**src/rtl/uart_rx_fifo.sv**
```systemverilog
// -----------------------------------------------------------------------------
// uart_rx_fifo
// Receive-side character buffer of the UART IP. Characters arriving from the
// UART receiver are stored in a circular FIFO; the bus sees the head character
// at the data register and a status word at the status register. Each rising
// edge of a bus read of the data register pops exactly one character, so a
// read held for several cycles pops only once.
//
// Ports
//   i_clock        system clock, all state changes on its rising edge
//   i_reset        synchronous active-high reset
//   i_rx_data      character from the UART receiver
//   i_rx_valid     single-cycle strobe qualifying i_rx_data
//   i_read         bus read request (may be held for several cycles)
//   i_chip_select  bus chip select for this IP
//   i_address      register select: 00 data, 01 status, 10/11 reserved
//   o_read_data    bus read data (combinational mux of registered state)
//   o_empty        FIFO holds no entries
//   o_full         FIFO holds DEPTH entries
//   o_overflow     sticky: a character was dropped because the FIFO was full
//   o_count        number of entries currently stored
// -----------------------------------------------------------------------------
module uart_rx_fifo #(
  parameter int DATA_WIDTH = 8,
  parameter int DEPTH      = 16,
  parameter int ADDR_BITS  = 4
) (
  input  logic                  i_clock,
  input  logic                  i_reset,
  input  logic [DATA_WIDTH-1:0] i_rx_data,
  input  logic                  i_rx_valid,
  input  logic                  i_read,
  input  logic                  i_chip_select,
  input  logic [1:0]            i_address,
  output logic [31:0]           o_read_data,
  output logic                  o_empty,
  output logic                  o_full,
  output logic                  o_overflow,
  output logic [ADDR_BITS:0]    o_count
);

  localparam logic [ADDR_BITS-1:0] PTR_ONE  = {{(ADDR_BITS-1){1'b0}}, 1'b1};
  localparam logic [ADDR_BITS:0]   CNT_ONE  = {{ADDR_BITS{1'b0}}, 1'b1};
  localparam logic [ADDR_BITS:0]   CNT_FULL = (ADDR_BITS+1)'(DEPTH);

  logic [DATA_WIDTH-1:0] r_mem [0:DEPTH-1];
  logic [ADDR_BITS-1:0]  r_wr_ptr;
  logic [ADDR_BITS-1:0]  r_rd_ptr;
  logic [ADDR_BITS:0]    r_count;
  logic                  r_overflow;
  logic                  r_last_read;

  logic                  w_empty;
  logic                  w_full;
  logic                  w_read_edge;
  logic                  w_pop;
  logic                  w_push;
  logic                  w_drop;
  logic                  w_status_clr;
  logic [DATA_WIDTH-1:0] w_head;
  logic [31:0]           w_status;

  assign w_empty      = (r_count == {(ADDR_BITS+1){1'b0}});
  assign w_full       = (r_count == CNT_FULL);
  // r_last_read resets to 1 so a read held high across reset is not an edge.
  assign w_read_edge  = i_read & ~r_last_read & i_chip_select;
  assign w_pop        = w_read_edge & (i_address == 2'b00) & ~w_empty;
  // A pop in the same cycle frees the head slot, so a full FIFO still accepts.
  assign w_push       = i_rx_valid & (~w_full | w_pop);
  assign w_drop       = i_rx_valid & w_full & ~w_pop;
  assign w_status_clr = w_read_edge & (i_address == 2'b01);
  assign w_head       = r_mem[r_rd_ptr];

  // Storage array write; contents need no reset.
  always_ff @(posedge i_clock) begin
    if (w_push && !i_reset) begin
      r_mem[r_wr_ptr] <= i_rx_data;
    end
  end

  // Pointers, occupancy, sticky overflow and read-edge history.
  always_ff @(posedge i_clock) begin
    if (i_reset) begin
      r_wr_ptr    <= {ADDR_BITS{1'b0}};
      r_rd_ptr    <= {ADDR_BITS{1'b0}};
      r_count     <= {(ADDR_BITS+1){1'b0}};
      r_overflow  <= 1'b0;
      r_last_read <= 1'b1;
    end else begin
      r_last_read <= i_read;

      if (w_push) begin
        r_wr_ptr <= r_wr_ptr + PTR_ONE;
      end
      if (w_pop) begin
        r_rd_ptr <= r_rd_ptr + PTR_ONE;
      end

      case ({w_push, w_pop})
        2'b10:   r_count <= r_count + CNT_ONE;
        2'b01:   r_count <= r_count - CNT_ONE;
        default: r_count <= r_count;
      endcase

      // A drop in the same cycle as a status read-to-clear keeps the flag set.
      if (w_drop) begin
        r_overflow <= 1'b1;
      end else if (w_status_clr) begin
        r_overflow <= 1'b0;
      end
    end
  end

  // Status word assembly.
  always_comb begin
    w_status                 = 32'd0;
    w_status[ADDR_BITS+8:8]  = r_count;
    w_status[2]              = r_overflow;
    w_status[1]              = w_full;
    w_status[0]              = w_empty;
  end

  // Bus read data mux; the head is visible in the same cycle the read rises.
  always_comb begin
    o_read_data = 32'd0;
    if (i_chip_select) begin
      case (i_address)
        2'b00: begin
          if (!w_empty) begin
            o_read_data[DATA_WIDTH-1:0] = w_head;
          end else begin
            o_read_data = 32'd0;
          end
        end
        2'b01:   o_read_data = w_status;
        default: o_read_data = 32'd0;
      endcase
    end else begin
      o_read_data = 32'd0;
    end
  end

  assign o_empty    = w_empty;
  assign o_full     = w_full;
  assign o_overflow = r_overflow;
  assign o_count    = r_count;

endmodule

```
**config.mk**
```make
export PLATFORM = sky130hd
export DESIGN_NAME = uart_rx_fifo
export DESIGN_NICKNAME = d
export VERILOG_FILES = /design/src/rtl/uart_rx_fifo.sv
export SDC_FILE = /design/constraint.sdc
export NUM_CORES = 1
export LEC_CHECK = 0
export ABC_AREA = 1
export CORE_ASPECT_RATIO = 1.5
export CORE_UTILIZATION = 37
export DETAILED_ROUTE_END_ITERATION = 6
export MAX_ROUTING_LAYER = met4
export SETUP_SLACK_MARGIN = 0.3
export SKIP_LAST_GASP = 1
export SLEW_MARGIN = 20
export SYNTH_ARGS = -nofsm -noshare
export SYNTH_HDL_FRONTEND = slang
export SYNTH_SLANG_ARGS = --single-unit
```
**constraint.sdc**
```tcl
create_clock -name i_clock -period 3 [get_ports i_clock]
set_clock_uncertainty 0.05 [all_clocks]
set_input_delay 0.9 -clock i_clock [delete_from_list [all_inputs] [get_ports i_clock]]
set_output_delay 0.9 -clock i_clock [all_outputs]
set_load 0.02 [all_outputs]
```
# After elaboration in Yosys (flattened, before gate mapping)
# Memories as Yosys holds them, arrays and structs flattened. A register that Yosys moved wholly into a read port is not among the register bits.
# Cells that the tools add are included.
[totals] memories=1 out_inout_bits=40 mem_bits_rw=128 reg_bits=15 input_bits=15 word_cells=43
[classes] bitwise=13 addsub=4 reduce_logical=6 n_mux=10 eq_ne=4
[mem_list] memory="r_mem" words=16 word_bits=8 read_ports=1 rd_ports_with_merged_regs=1 wr=1 line="46" source="logic [DATA_WIDTH-1:0] r_mem [0:DEPTH-1];"
[op_table] op="32-bit 2-to-1 mux" n=1
[op_table] op="13-bit case mux with 2 select lines" n=1
[op_table] op="5-bit case mux with 2 select lines" n=1
[op_table] op="4-bit by 1-bit adder with 4-bit output, second input constant" n=2
[op_table] op="1-bit AND" n=8
[op_table] op="4-bit 2-to-1 mux" n=2
[op_table] op="8-bit 2-to-1 mux" n=1
[op_table] op="5-bit by 1-bit adder with 5-bit output, second input constant" n=1
[op_table] op="5-bit equality test, second input constant" n=1
[op_table] op="5-bit zero test" n=1
[op_table] op="5-bit by 1-bit subtractor with 5-bit output, second input constant" n=1
[op_table] op="2-bit by 1-bit equality test with 1-bit output, second input constant" n=2
[op_table] op="1-bit 2-to-1 mux" n=4
[op_table] op="1-bit inverter" n=4
[op_table] op="2-bit nonzero test" n=2
[op_table] op="2-bit equality test, second input constant" n=1
[op_table] op="2-bit zero test" n=1
[op_table] op="1-bit logical AND" n=1
[op_table] op="1-bit zero test" n=1
[op_table] op="1-bit OR" n=1

# Logic depth before layout (Yosys ltp)
[logic_depth] word_depth=10 mapped_depth=16 ltp_nobuf=16

# Worst setup path before layout
# OpenSTA, ideal clock, no wires.
[synth_timing] path_type="in2out" from="in i_address[1]" to="out o_read_data[3]" stages=6 t_required_ps=2050 t_arrival_ps=1867 slack_ps=183 path_buffers=0 path_cell_list="inv_1 nand3_1 inv_1 nand2_1 a21oi_1 a21boi_0"
[synth_between] elab_chain_cells=3 elab_cells_between_ends=4 cone_classes="eq/ne (1); mux (2); reduce/logical (1)"
[synth_lines] element="start: declaration" line="34" source="input logic [1:0] i_address,"
[synth_lines] element="2-bit by 1-bit equality test with 1-bit output / 2-bit zero test (equally long branches)" line="127" source="case (i_address)"
[synth_lines] element="13-bit case mux with 2 select lines *" line="127"
[synth_lines] element="32-bit 2-to-1 mux *" line="126" source="if (i_chip_select) begin"
[synth_lines] element="end: declaration" line="35" source="output logic [31:0] o_read_data,"
# Mark *: on every way between the ends. The rest lies on a longest branch, timed or not.

==> parameters.txt <==
Parameter                              Value

Power and ir drop
  Worst ir drop on vdd    between 0.3 and 0.4 mV
  Static leakage    approximately 3.0 nW
  Overall power of the completed layout    4.69 mW
  Power density of the placed cells    574 mW/mm2

Synthesis
  Cell types with the largest area share after synthesis    sky130_fd_sc_hd__edfxtp_1, sky130_fd_sc_hd__nor2_1, sky130_fd_sc_hd__o21ai_0
  Count of distinct cell types in the synthesized netlist    36
  Share of synthesized area occupied by flip-flops and latches    between 60% and 70%
  Post-synthesis average cell area    roughly 11 um2
  Post-synthesis cell count    approximately 560
  Fraction of synthesized cell area taken by the top area cell type    61.3%
  Number of flip-flops and latches in the synthesized netlist    147
  Async S/R FF share, synth    0%
  Number of synthesized flops with an enable pin    about 130
  Cell types with the highest counts after synthesis    sky130_fd_sc_hd__edfxtp_1, sky130_fd_sc_hd__nor2_1, sky130_fd_sc_hd__o21ai_0, sky130_fd_sc_hd__nand2_1, sky130_fd_sc_hd__inv_1
  Synth Cell Area    0.00627 mm2
  Total number of yosys warnings    0
  Dominant cell by count in the synthesized netlist    sky130_fd_sc_hd__edfxtp_1
  Ys flop type    sky130_fd_sc_hd__edfxtp_1
  Cell taking the most area after synthesis    sky130_fd_sc_hd__edfxtp_1

Route
  Final routed wirelength across all metal layers    15.4 mm
  Overall via count from detail_route    ~4500
  DRT iter0 DRCs    between 200 and 300
  Remaining DRCs    0
  Post-DR vias/cell    between 5 and 6
  Final routed wire length divided by cell count    approximately 17 um
  Number of antenna-violating nets in the routed design    0
  Detailed-router iteration count before antenna repair    5

GRT
  Overflow left after global routing    0
  Overall routing resource usage    a little under a fifth
  Via count of the first global-routing pass    between 4000 and 5000
  Maximum number of pins on one net before global-route repair    22
  Global-route wire length before repair    23.6 mm
  Number of antenna violations at the first check in global routing    0

Clock network
  Clk sinks    roughly 150
  Count of H-tree levels built during CTS    4
  Clock latency at the later pin of the worst-skew pair    0.41 ns
  Clock buffer depth    2
  Root Buffer    sky130_fd_sc_hd__clkbuf_16
  TritonCTS clock tree    done
  Number of buffers added by the clock tree synthesis step    17
  Hold buffer count at CTS    0
  Clock-pin slew on the worst setup and hold paths    0.06 ns

STA
  Number of max-slew violations in the final report    0
  Worst-Margin Slew    about 0.63 ns
  Final count of negative-setup-slack endpoints    0
  Part of the cycle the worst path needs    98.4%
  Worst slew margin relative to its limit    between 50 and 60%
  RSZ-0062 raised after global routing    yes
  Total Neg Setup Slack    0 ns
  Final min period    2.95 ns
  Final hold violations    0
  Worst Hold Margin    0.458 ns
  Fmax achieved    roughly 340 MHz

Flow run
  Number of max-capacitance violations reported    0

Floorplan
  I/O Pins    55
  Standard cell core area    ~0.017 mm2
  Area enclosed by the die boundary    0.0175 mm2
  Vertical die dimension    between 150 and 200 um
  Die extent in x    around 110 um
  Effective utilization at floorplan    ~38%
  FP Rows    slightly below 60

Worst setup path
  Data arrival time of the worst path    2.00 ns
  Critical path capture point type    primary output
  Critical path required time    slightly above 2 ns
  Largest driver fanout on the critical path    6
  Flop-to-flop setup slack    1.00 ns
  Path type of the worst setup path    flip-flop to primary output
  Setup crit start kind    flip-flop

Place
  Detailed-placement wirelength estimate    around 10 mm
  Number of cells in the design after placement    between 800 and 900
  Global placer's final weighted congestion    between 0.7 and 0.8
  Buffers on Ports    35

Cells and area
  Fill cells    1466
  Synth-to-layout area growth    30.0%
  Register area    0.00423 mm2
  Post-route insts no fill    between 800 and 900
  Nets    between 600 and 700
  Area of the multi-input gates    slightly below 0.002 mm2
  Finished Core Util    approximately half
  Number of diodes added for antenna fixing    0
  Fraction of layout instances using a drive strength above 1    approximately 27%

Min path
  Path class of the lowest-slack min-delay path    flip-flop to flip-flop

Status
  Run status    finished, final reports clean
[critical path: stages (launching register included)]
cell and delay (ns):
sky130_fd_sc_hd__dfxtp_4 0.45, sky130_fd_sc_hd__buf_6 0.16, sky130_fd_sc_hd__clkbuf_16 0.14, sky130_fd_sc_hd__nor2_1 0.04, sky130_fd_sc_hd__o22ai_1 0.23, sky130_fd_sc_hd__o22ai_2 0.14
sky130_fd_sc_hd__a21oi_1 0.13, sky130_fd_sc_hd__a21boi_2 0.16, sky130_fd_sc_hd__buf_4 0.15
[final timing paths]
path              cells after the start   startpoint              to
hold reg to reg                       2  r_rd_ptr[2]     r_rd_ptr[2]
hold / removal                        2  r_rd_ptr[2]     r_rd_ptr[2]
setup reg to reg                     16   o_count[2]      o_count[4]
setup / recovery                      8    flip-flop  o_read_data[4]
[per-layer routing]
| layer | vias to the layer above | track usage [%] | routed length (um) | part of all wire, % |
|---|---|---|---|---|
| met4 | 0 | 5.71 | 284 | 1.8 |
| met2 | 116 | 34.1 | 8680 | 56 |
| met1 | 2215 | 20.5 | 5890 | 38 |
| met3 | 16 | 3.55 | 579 | 3.8 |
| met5 | - | - | 0 | 0 |
| li1 | 2156 | - | - | - |
[power by group]
part | internal [mW] | switching [mW]
registers | 2.25 | 0.0119
logic | 0.119 | 0.204
clock network | 1.25 | 0.859
[cells by family (layout without fill, tap and decap cells)]
family,after synthesis,count (layout),synth area share (%)
flops,147,147,67.3
fa+ha+maj,7,7,1.40
xor+xnor,1,1,0.140
other cells,1,19,0.0598
simple gates,183,183,12.2
compound gates,141,141,12.9
buf+inv,77,175,6.00
[final cells by class]
type | instances | area share (%)
Tap cell | 210 | 3.22
Sequential cell | 147 | 51.9
Timing Repair Buffer | 108 | 12.3
Clock buffer | 17 | 5.21
Inverter | 35 | 1.81
Clock inverter | 15 | 2.07
Multi-Input combinational cell | 351 | 23.6
[placed cells by master (no fill, tap or decap), types with 3 or more instances in the layout]
cell / instances
sky130_fd_sc_hd__nand3_2: 5
sky130_fd_sc_hd__inv_2: 5
sky130_fd_sc_hd__a21oi_2: 7
sky130_fd_sc_hd__inv_1: 27
sky130_fd_sc_hd__o211ai_1: 4
sky130_fd_sc_hd__conb_1: 19
sky130_fd_sc_hd__buf_4: 61
sky130_fd_sc_hd__nor2_1: 109
sky130_fd_sc_hd__buf_12: 4
sky130_fd_sc_hd__a21boi_2: 5
sky130_fd_sc_hd__nand2_2: 5
sky130_fd_sc_hd__nand4_1: 3
sky130_fd_sc_hd__edfxtp_1: 128
sky130_fd_sc_hd__nor2_2: 6
sky130_fd_sc_hd__buf_2: 5
sky130_fd_sc_hd__o21ai_2: 8
sky130_fd_sc_hd__clkinvlp_4: 4
sky130_fd_sc_hd__o21ai_1: 28
sky130_fd_sc_hd__clkbuf_16: 18
sky130_fd_sc_hd__o21ai_0: 47
sky130_fd_sc_hd__o22ai_1: 11
sky130_fd_sc_hd__inv_6: 5
sky130_fd_sc_hd__clkdlybuf4s50_1: 17
sky130_fd_sc_hd__nand2_1: 33
sky130_fd_sc_hd__ha_1: 7
sky130_fd_sc_hd__nand3_1: 17
sky130_fd_sc_hd__dfxtp_1: 17
sky130_fd_sc_hd__a21oi_1: 8
sky130_fd_sc_hd__buf_6: 13
sky130_fd_sc_hd__dlygate4sd2_1: 3
sky130_fd_sc_hd__o22ai_2: 11
sky130_fd_sc_hd__o221ai_1: 6
[repair_timing]
| item | 4_1_cts | 5_1_grt |
|---|---|---|
| resized for setup | 135 | 45 |
| gates cloned | 2 | 2 |
| endpoints found under the setup margin | 15 | 9 |
| pin swaps | 22 | 31 |
| setup buffers | 6 | 1 |
[stage by stage]
step | setup slack, ns | cell area (um2)
final | 0.0482 | 8160
after detailed placement | -0.680 | 7190
after CTS | 0.0827 | 8010
after global routing | -0.0366 | 8160
after global placement | -0.653 | 7190
after floorplan | 0.327 | 6340
[state kept, by name (all words and copies together), names as in the netlist, named ones only]
signal,count
r_mem,128
o_count,5
r_rd_ptr,4
r_wr_ptr,4
o_overflow,1
r_last_read,1
(Power assumes the default switching activity.)
